==> config.mk <==
export PLATFORM = sky130hd
export DESIGN_NAME = branch_predict_unit
export DESIGN_NICKNAME = d
export VERILOG_FILES = /design/src/rtl/branch_predict_unit.sv
export SDC_FILE = /design/constraint.sdc
export NUM_CORES = 1
export LEC_CHECK = 0
export ABC_AREA = 0
export BUFFER_PORTS_ARGS = -buffer_cell sky130_fd_sc_hd__buf_4
export CAP_MARGIN = 20
export CORE_MARGIN = 2
export CORE_UTILIZATION = 40
export DETAILED_ROUTE_END_ITERATION = 10
export PLACE_DENSITY = 0.65
export SYNTH_ARGS = -nofsm -noshare
export SYNTH_HDL_FRONTEND = slang
export SYNTH_SLANG_ARGS = --single-unit
==> constraint.sdc <==
create_clock -name clk -period 13.7 [get_ports clk]
set_input_delay 3.425 -clock clk [delete_from_list [all_inputs] [get_ports clk]]
set_output_delay 3.425 -clock clk [all_outputs]
set_load 0.005 [all_outputs]
==> src/rtl/branch_predict_unit.sv <==
// Branch resolve + dynamic prediction: direct-mapped BTB with 2-bit counters, EX mispredict/redirect, stats.
// Latency: fetch lookup and EX resolve are combinational; table and counter updates land on the next rising edge.
// Backpressure: none; a resolved instruction is accepted every cycle it is presented.
//
// Ports:
//   clk, rst_n            clock and synchronous active-low reset
//   f_pc                  fetch PC -> f_pred_taken / f_pred_target
//   ex_*                  EX-stage instruction, its resolved condition/target and the prediction it carried
//   pc_imm, pc_four       ex_pc + imm and ex_pc + 4 (32-bit, ex_pc zero-extended)
//   br_pc, pc_sel         redirect target and select (0 target when no redirect)
//   mispredict            same as pc_sel, used for the IF/ID flush
//   branch_cnt            saturating count of resolved control-flow instructions
//   mispred_cnt           saturating count of mispredicts
module branch_predict_unit #(
  parameter int PC_W  = 8,
  parameter int IDX_W = 4,
  parameter int CNT_W = 16
) (
  input  logic             clk,
  input  logic             rst_n,
  input  logic [PC_W-1:0]  f_pc,
  output logic             f_pred_taken,
  output logic [PC_W-1:0]  f_pred_target,
  input  logic             ex_valid,
  input  logic [PC_W-1:0]  ex_pc,
  input  logic [31:0]      ex_imm,
  input  logic             ex_branch,
  input  logic             ex_jalr,
  input  logic [31:0]      ex_alu_result,
  input  logic             ex_pred_taken,
  input  logic [PC_W-1:0]  ex_pred_target,
  output logic [31:0]      pc_imm,
  output logic [31:0]      pc_four,
  output logic [31:0]      br_pc,
  output logic             pc_sel,
  output logic             mispredict,
  output logic [CNT_W-1:0] branch_cnt,
  output logic [CNT_W-1:0] mispred_cnt
);

  localparam int ENTRIES = 1 << IDX_W;
  localparam int TAG_W   = PC_W - IDX_W - 2;

  // Prediction table state
  logic             valid_q  [ENTRIES];
  logic             valid_d  [ENTRIES];
  logic [TAG_W-1:0] tag_q    [ENTRIES];
  logic [TAG_W-1:0] tag_d    [ENTRIES];
  logic [PC_W-1:0]  target_q [ENTRIES];
  logic [PC_W-1:0]  target_d [ENTRIES];
  logic [1:0]       ctr_q    [ENTRIES];
  logic [1:0]       ctr_d    [ENTRIES];

  // Statistics
  logic [CNT_W-1:0] branch_cnt_q;
  logic [CNT_W-1:0] branch_cnt_d;
  logic [CNT_W-1:0] mispred_cnt_q;
  logic [CNT_W-1:0] mispred_cnt_d;

  // ------------------------------------------------------------------
  // Fetch lookup: reads registered state only, so an EX write in the
  // same cycle is not visible until the following cycle.
  // ------------------------------------------------------------------
  logic [IDX_W-1:0] f_idx;
  logic [TAG_W-1:0] f_tag;
  logic             f_hit;

  always_comb begin
    f_idx         = f_pc[IDX_W+1:2];
    f_tag         = f_pc[PC_W-1:IDX_W+2];
    f_hit         = valid_q[f_idx] && (tag_q[f_idx] == f_tag);
    f_pred_taken  = f_hit && ctr_q[f_idx][1];
    f_pred_target = f_pred_taken ? target_q[f_idx] : f_pc + PC_W'(4);
  end

  // ------------------------------------------------------------------
  // EX resolve
  // ------------------------------------------------------------------
  logic [31:0] pc_ext;
  logic [31:0] act_tgt;
  logic        cf;
  logic        act_taken;
  logic        tgt_wrong;
  logic        stale_alias;

  always_comb begin
    pc_ext    = 32'(ex_pc);
    pc_imm    = pc_ext + ex_imm;
    pc_four   = pc_ext + 32'd4;
    cf        = ex_valid && (ex_branch || ex_jalr);
    // jalr takes priority over a simultaneously flagged branch
    act_taken = ex_jalr || (ex_branch && ex_alu_result[0]);
    act_tgt   = ex_jalr ? ex_alu_result : pc_imm;
    tgt_wrong = act_taken && (ex_pred_target != act_tgt[PC_W-1:0]);
    // A non-control-flow instruction predicted taken hit an aliased entry;
    // fetch went somewhere wrong, so fall through to pc+4.
    stale_alias = ex_valid && !ex_branch && !ex_jalr && ex_pred_taken;
    mispredict  = (cf && ((ex_pred_taken != act_taken) || tgt_wrong)) || stale_alias;
    pc_sel      = mispredict;
    br_pc       = !mispredict ? 32'd0 : (act_taken ? act_tgt : pc_four);
  end

  // ------------------------------------------------------------------
  // Training and statistics next-state
  // ------------------------------------------------------------------
  logic [IDX_W-1:0] ex_idx;
  logic [TAG_W-1:0] ex_tag;
  logic             ex_hit;

  always_comb begin
    for (int i = 0; i < ENTRIES; i++) begin
      valid_d[i]  = valid_q[i];
      tag_d[i]    = tag_q[i];
      target_d[i] = target_q[i];
      ctr_d[i]    = ctr_q[i];
    end
    branch_cnt_d  = branch_cnt_q;
    mispred_cnt_d = mispred_cnt_q;

    ex_idx = ex_pc[IDX_W+1:2];
    ex_tag = ex_pc[PC_W-1:IDX_W+2];
    ex_hit = valid_q[ex_idx] && (tag_q[ex_idx] == ex_tag);

    if (cf) begin
      if (act_taken) begin
        valid_d[ex_idx]  = 1'b1;
        tag_d[ex_idx]    = ex_tag;
        target_d[ex_idx] = act_tgt[PC_W-1:0];
        if (ex_hit) begin
          ctr_d[ex_idx] = (ctr_q[ex_idx] == 2'b11) ? 2'b11 : ctr_q[ex_idx] + 2'd1;
        end else begin
          // New owner of the slot starts weakly taken
          ctr_d[ex_idx] = 2'b10;
        end
      end else if (ex_hit) begin
        ctr_d[ex_idx] = (ctr_q[ex_idx] == 2'b00) ? 2'b00 : ctr_q[ex_idx] - 2'd1;
      end
      // Not taken and not ours: leave the other branch's entry alone
    end else if (stale_alias) begin
      valid_d[ex_idx] = 1'b0;
    end

    if (cf && (branch_cnt_q != {CNT_W{1'b1}})) begin
      branch_cnt_d = branch_cnt_q + CNT_W'(1);
    end
    if (mispredict && (mispred_cnt_q != {CNT_W{1'b1}})) begin
      mispred_cnt_d = mispred_cnt_q + CNT_W'(1);
    end
  end

  always_ff @(posedge clk) begin
    if (!rst_n) begin
      for (int i = 0; i < ENTRIES; i++) begin
        valid_q[i]  <= 1'b0;
        tag_q[i]    <= '0;
        target_q[i] <= '0;
        ctr_q[i]    <= 2'b01;
      end
      branch_cnt_q  <= '0;
      mispred_cnt_q <= '0;
    end else begin
      for (int i = 0; i < ENTRIES; i++) begin
        valid_q[i]  <= valid_d[i];
        tag_q[i]    <= tag_d[i];
        target_q[i] <= target_d[i];
        ctr_q[i]    <= ctr_d[i];
      end
      branch_cnt_q  <= branch_cnt_d;
      mispred_cnt_q <= mispred_cnt_d;
    end
  end

  assign branch_cnt  = branch_cnt_q;
  assign mispred_cnt = mispred_cnt_q;

endmodule
==> results of run 1 <==
-- critical path, stage by stage --
cell	delay (ns)
buf_4	0.40
ha_1	0.41
o211ai_1	0.16
o21ai_2	0.27
xor2_1	0.14
mux2i_2	0.77
xnor2_1	0.23
o41ai_4	0.65
buf_4	0.39
inv_2	0.13
nand2_2	0.30
nor3_1	0.11
buf_4	0.15
-- worst max path at each step --
stage,start,end,slack [ns],cells after the start
5_1_grt,ex_pc[3],br_pc[11],2.42,13
6_report,ex_pc[3],br_pc[15],2.69,13
2_1_floorplan,ex_pc[0],br_pc[14],4.22,14
3_5_place_dp,ex_pc[3],br_pc[15],2.75,13
3_3_place_gp,ex_pc[2],br_pc[15],2.90,13
4_1_cts,ex_pc[3],br_pc[15],2.75,13
-- metal layers --
| metal | part of all wire, % | global-route usage [%] | vias up | wire, um |
|---|---|---|---|---|
| li1 | - | - | 5935 | - |
| met1 | 41 | 31.7 | 6035 | 18600 |
| met2 | 49 | 42.7 | 617 | 22200 |
| met3 | 7.5 | 3.97 | 79 | 3430 |
| met4 | 3.0 | 8.23 | 0 | 1370 |
| met5 | 0 | 0 | - | 0 |
-- cells in the final DEF, fill, tap and decap left out, types with 22 or more instances in the layout --
cell type and instances:
a21oi_1 81, conb_1 23, dfxtp_1 231, xnor2_1 33, and3_1 22, nor2_1 216
xor2_1 24, nand2_1 164, inv_1 32, a211oi_1 121, o31ai_1 25, buf_4 220
nand3_1 52, o21ai_0 45, mux2i_1 22, clkbuf_16 27, mux4_2 64
-- report_power, final --
part / total, mW / switching [mW] / internal (mW)
clock: 0.714 / 0.301 / 0.412
combinational: 0.284 / 0.173 / 0.112
sequential: 0.729 / 0.0113 / 0.718
total: 1.73 / 0.486 / 1.24
-- synthesized netlist by cell type, drive strengths merged, types with 10 or more instances --
cell type / number / area [sq um]
dfxtp: 231 / 4620
nand2b: 19 / 119
and3: 22 / 138
ha: 15 / 188
nor2: 232 / 871
clkbuf: 85 / 319
xnor2: 34 / 317
a211oi: 123 / 941
inv: 34 / 128
a32oi: 16 / 140
nand4: 11 / 68.8
a21oi: 82 / 414
mux4: 64 / 1440
and2: 10 / 62.6
o22ai: 15 / 93.8
o31ai: 25 / 188
o211ai: 13 / 97.6
nand3: 52 / 260
buf: 66 / 433
o21ai: 46 / 234
xor2: 24 / 210
nand2: 165 / 622
mux2i: 24 / 248
-- registers in the layout, summed over array words and instances, names as in the netlist --
signal / cells
branch_cnt: 16
ctr_q: 32
mispred_cnt: 16
tag_q: 32
target_q: 128
valid_q: 16
-- cell families (layout without fill, tap and decap cells) --
family	after synthesis	in the layout	share of synthesized area, %
and+or+nand+nor	570	570	18.8
AOI/OAI and AO/OA	402	402	21.0
DFF	240	240	35.8
buffers and inverters	186	306	6.45
muxes	92	92	12.7
xor gates and xnor gates	58	58	3.85
adders and majority gates	16	16	1.52
other	1	23	0.0274
-- cell type report --
class / count / area [sq um]
flip-flops and latches: 240 / 4890
inverters: 35 / 136
clock buffers: 35 / 726
clock inverters: 15 / 138
repair buffers: 221 / 1660
well taps: 448 / 561
multi-input cells: 1161 / 8040
fillers: 3196 / 17500
-- through the flow --
stage	setup WS (ns)	power (mW)	instances	util (%)	hold slack (ns)
after floorplan	4.22	0.916	1587	-	0.443
after global placement	2.90	1.02	2104	45.5	0.453
after detailed placement	2.75	1.02	2104	45.5	0.459
after CTS	2.75	1.73	2154	48.0	0.467
after global routing	2.42	1.78	2155	48.1	0.488
final	2.69	1.73	2155	48.1	0.468
==> results_dict.tcl, run 1 <==
set metrics [dict create \
    port_buffers 209 \
    fmax_mhz 90.8 \
    ys_seq_area_share_pct 35.8 \
    grt_pass1_wl_mm 69.9 \
    htree_levels 1 \
    fp.dieW_um 189 \
    rr_startpoint "tag_q[15][1]$_SDFFE_PN0P_" \
    worstSetupEndpointType "output port" \
    ir_drop_mv 0.0932 \
    holdCritStartpoint "tag_q[12][1]$_SDFFE_PN0P_" \
    tightestPinTransition_ns 1.14 \
    antenna_cells 0 \
    worstSetupPathType "input port to output port" \
    status "complete, no violations" \
    root_buffer "clkbuf_16" \
    io_pins 233 \
    cts_tree "done" \
    dpl-instance-area_sq_um 15300 \
    place.gp.congestion 0.870 \
    min_to "tag_q[12][1]$_SDFFE_PN0P_" \
    nNetsFinal 1796 \
    grt_usage_pct 24.8 \
    synth_area_sq_um 13700 \
    clk_pin_slew_worst_paths_ns 0.06 \
    hold_path_class "flop to flop" \
    power_density_nw_per_um2 107 \
    p_leak_nw 5.95 \
    grt_pass1_vias 12073 \
    clock_sinks 240 \
    fin_skew_ns 0.00916 \
    drc 0 \
    vias 12666 \
    setup_tns_ns 0 \
    worstSkewPairLatency_ns 0.55 \
    ys_async_sr_fraction_pct 0 \
    setup_viol 0 \
    final_area_sq_um 16200 \
    wl_per_cell_um 21.2 \
    avgSynthCellArea_sq_um 8.75 \
    reg2reg_to "ctr_q[3][0]$_SDFFE_PN1P_" \
    ys_ff_latch 240 \
    antenna_found_initial 0 \
    cp-start-kind "input port" \
    synthCells 1565 \
    hold_depth 2 \
    hold_violations 0 \
    coreArea_sq_um 33600 \
    rsz0062_at_grt "false" \
    finalCritPeriodShare_pct 80.3 \
    numCtsBuffers 27 \
    ctsLongestPathBuffers 3 \
    finalWorstPathRequiredPeriod_ns 11.01 \
    area_delta_synth_final_pct 18.0 \
    r2r_slack_ns 10.20 \
    globalRouteOverflowTotal 0 \
    ant_nets 0 \
    start_util_pct 40.7 \
    synth_edf_count 9 \
    vias_per_cell 5.88 \
    routed_wl_mm 45.6 \
    die_h_um 189 \
    worstPathMaxFanout 41 \
    dp_hpwl_mm 30.9 \
    synth_flop_cell "dfxtp_1" \
    holdBufCountCts 0 \
    grt_max_degree 104 \
    critPathRequiredTime_ns 10.27 \
    design.die.area_sq_um 35700 \
    arrival_ns 7.58 \
    maxSlewViolCount 0 \
    cts_setup_buffers 0 \
    r2r_cells 6 \
    max-slew-margin-rel_pct 22.5 \
    dr.first_iter.drc_count 1193 \
    yosysWarnings 0 \
    synth_cell_types 83 \
    cts_resized 0 \
    std_cell_rows 67 \
    max_cap_viol_count 0 \
    drive_gt1_share_pct 21.8 \
    firstDrtPassIters 7 \
]
No activity file was read; power rests on OpenSTA's default activity.
==> inputs of run 2 (changes only) <==
- clock period: 13.7 -> 10.9 ns (I/O delays scaled with it)
==> results_dict.tcl, run 2 (same netlist as run 1, synthesis figures left out) <==
set metrics [dict create \
    ctsLongestPathBuffers 3 \
    r2r_slack_ns 7.48 \
    nNetsFinal 1808 \
    cp_common_cell "buf_4" \
    grt_pass1_wl_mm 70.1 \
    root_buffer "clkbuf_16" \
    ant_nets 0 \
    path_buf_inv 3 \
    cp.depth 12 \
    worst_path_max_delay_cell "o41ai_4" \
    arrival_ns 6.80 \
    holdBufCountCts 0 \
    status "complete, no violations" \
    firstDrtPassIters 6 \
    setup_viol 0 \
    regMostFlops "target_q" \
    num-fill-cells 3232 \
    design.die.area_sq_um 35700 \
    layout_commonest_cell "buf_4" \
    worstPathCellList "buf_4, ha_1, o211ai_1, o21ai_2, a31o_2, nand3_1, xnor2_1, o41ai_4, inv_2, nand2_2, nor2_1, buf_4" \
    place.gp.congestion 0.904 \
    tightestPinTransition_ns 1.07 \
    maxSlewViolCount 0 \
    r2r_cells 6 \
    clock_sinks 240 \
    fp.dieW_um 189 \
    drc 0 \
    vias 12775 \
    antenna_cells 0 \
    reg2reg_to "ctr_q[14][0]$_SDFFE_PN1P_" \
    vias_per_cell 5.90 \
    wl_per_cell_um 21.0 \
    worstSkewPairLatency_ns 0.55 \
    port_buffers 209 \
    die_h_um 189 \
    hold_violations 0 \
    power_density_nw_per_um2 135 \
    ir_drop_mv 0.110 \
    htree_levels 1 \
    max_cap_viol_count 0 \
    finalWorstPathRequiredPeriod_ns 9.52 \
    critPathRequiredTime_ns 8.18 \
    antenna_found_initial 0 \
    cts_setup_buffers 0 \
    fmax_mhz 105 \
    worstSetupPathType "input port to output port" \
    rsz0062_at_grt "false" \
    coreArea_sq_um 33600 \
    io_pins 233 \
    std_cell_rows 67 \
    mostFrequentLayoutCells "buf_4 (232), dfxtp_1 (231), nor2_1 (223)" \
    cts_resized 0 \
    worstPathMaxFanout 41 \
    start_util_pct 40.7 \
    top_regs "target_q (128), ctr_q (32), tag_q (32)" \
    dp_hpwl_mm 31.2 \
    grt_max_degree 103 \
    worstSetupEndpointType "output port" \
    largest_reg_flops 128 \
    crit_start "ex_pc[3]" \
    numCtsBuffers 27 \
    rr_startpoint "tag_q[15][1]$_SDFFE_PN0P_" \
    area_delta_synth_final_pct 18.7 \
    clk_pin_slew_worst_paths_ns 0.06 \
    drive_gt1_share_pct 22.1 \
    cts_tree "done" \
    grt_usage_pct 24.8 \
    cp-start-kind "input port" \
    dr.first_iter.drc_count 1157 \
    final_area_sq_um 16200 \
    setup_tns_ns 0 \
    crit_end "br_pc[24]" \
    fin_skew_ns 0.0137 \
    finalCritPeriodShare_pct 87.4 \
    globalRouteOverflowTotal 0 \
    p_leak_nw 6.02 \
    cp_top_family "compound AO/OA/AOI/OAI gates" \
    hold_path_class "flop to flop" \
    max-slew-margin-rel_pct 27.8 \
    grt_pass1_vias 12070 \
    routed_wl_mm 45.6 \
    dpl-instance-area_sq_um 15400 \
    critPathMaxStageDelay_ns 0.72 \
]
-- run 2: cell count changes in the layout (fill, tap and decap cells not counted), sizes merged --
cell and delta:
buf +12, clkinv -4, clkbuf +3, clkinvlp -1
-- run 2: layer usage --
| metal | routed length [um] | part of all wire, % | track usage (%) | vias up |
|---|---|---|---|---|
| met5 | 0 | 0 | 0 | - |
| met4 | 1820 | 4.0 | 10.7 | 0 |
| met3 | 3520 | 7.7 | 4.36 | 102 |
| met2 | 21500 | 47 | 41.5 | 621 |
| met1 | 18700 | 41 | 31.4 | 6096 |
| li1 | - | - | - | 5956 |
-- run 2: area by class of cell --
| cell class | instances | area [sq um] | area share [%] |
|---|---|---|---|
| flip-flops and latches | 240 | 4890 | 30.1 |
| repair buffers | 233 | 1750 | 10.8 |
| clock buffers | 38 | 767 | 4.72 |
| inverters | 35 | 136 | 0.840 |
| multi-input cells | 1161 | 8020 | 49.4 |
| clock inverters | 10 | 108 | 0.662 |
| well taps | 448 | 561 | 3.45 |
-- run 2: worst min-delay path by stage --
stage / start / to / slack (ns) / cells past startpoint
finish: tag_q[6][1]$_SDFFE_PN0P_ / tag_q[6][1]$_SDFFE_PN0P_ / 0.47 / 2
floorplan: tag_q[10][1]$_SDFFE_PN0P_ / tag_q[10][1]$_SDFFE_PN0P_ / 0.44 / 2
detailed placement: tag_q[6][1]$_SDFFE_PN0P_ / tag_q[6][1]$_SDFFE_PN0P_ / 0.46 / 2
global route: tag_q[6][1]$_SDFFE_PN0P_ / tag_q[6][1]$_SDFFE_PN0P_ / 0.49 / 2
global placement: tag_q[6][1]$_SDFFE_PN0P_ / tag_q[6][1]$_SDFFE_PN0P_ / 0.45 / 2
CTS: tag_q[6][1]$_SDFFE_PN0P_ / tag_q[6][1]$_SDFFE_PN0P_ / 0.47 / 2
-- run 2: worst min-delay path: cells and delay by family, from the launching register on --
| kind | cells | cell delay (ns) |
|---|---|---|
| AOI/OAI and AO/OA | 1 | 0.05 |
| DFF | 1 | 0.31 |
| and+or+nand+nor | 1 | 0.05 |
-- run 2: where the power goes --
part | internal (mW) | switching (mW) | leakage [nW]
logic | 0.143 | 0.217 | 3.62
registers | 0.902 | 0.0132 | 1.96
clock network | 0.536 | 0.375 | 0.436
-- run 2: stage by stage --
step	std cells	hold slack, ns	util, %	setup WS, ns	total power [mW]
detailed placement	2116	0.460	45.7	1.43	1.29
floorplan	1587	0.443	-	2.82	1.15
finish	2165	0.468	48.3	1.38	2.19
global placement	2116	0.452	45.7	1.53	1.29
CTS	2164	0.469	48.3	1.44	2.19
global route	2165	0.495	48.3	1.11	2.26
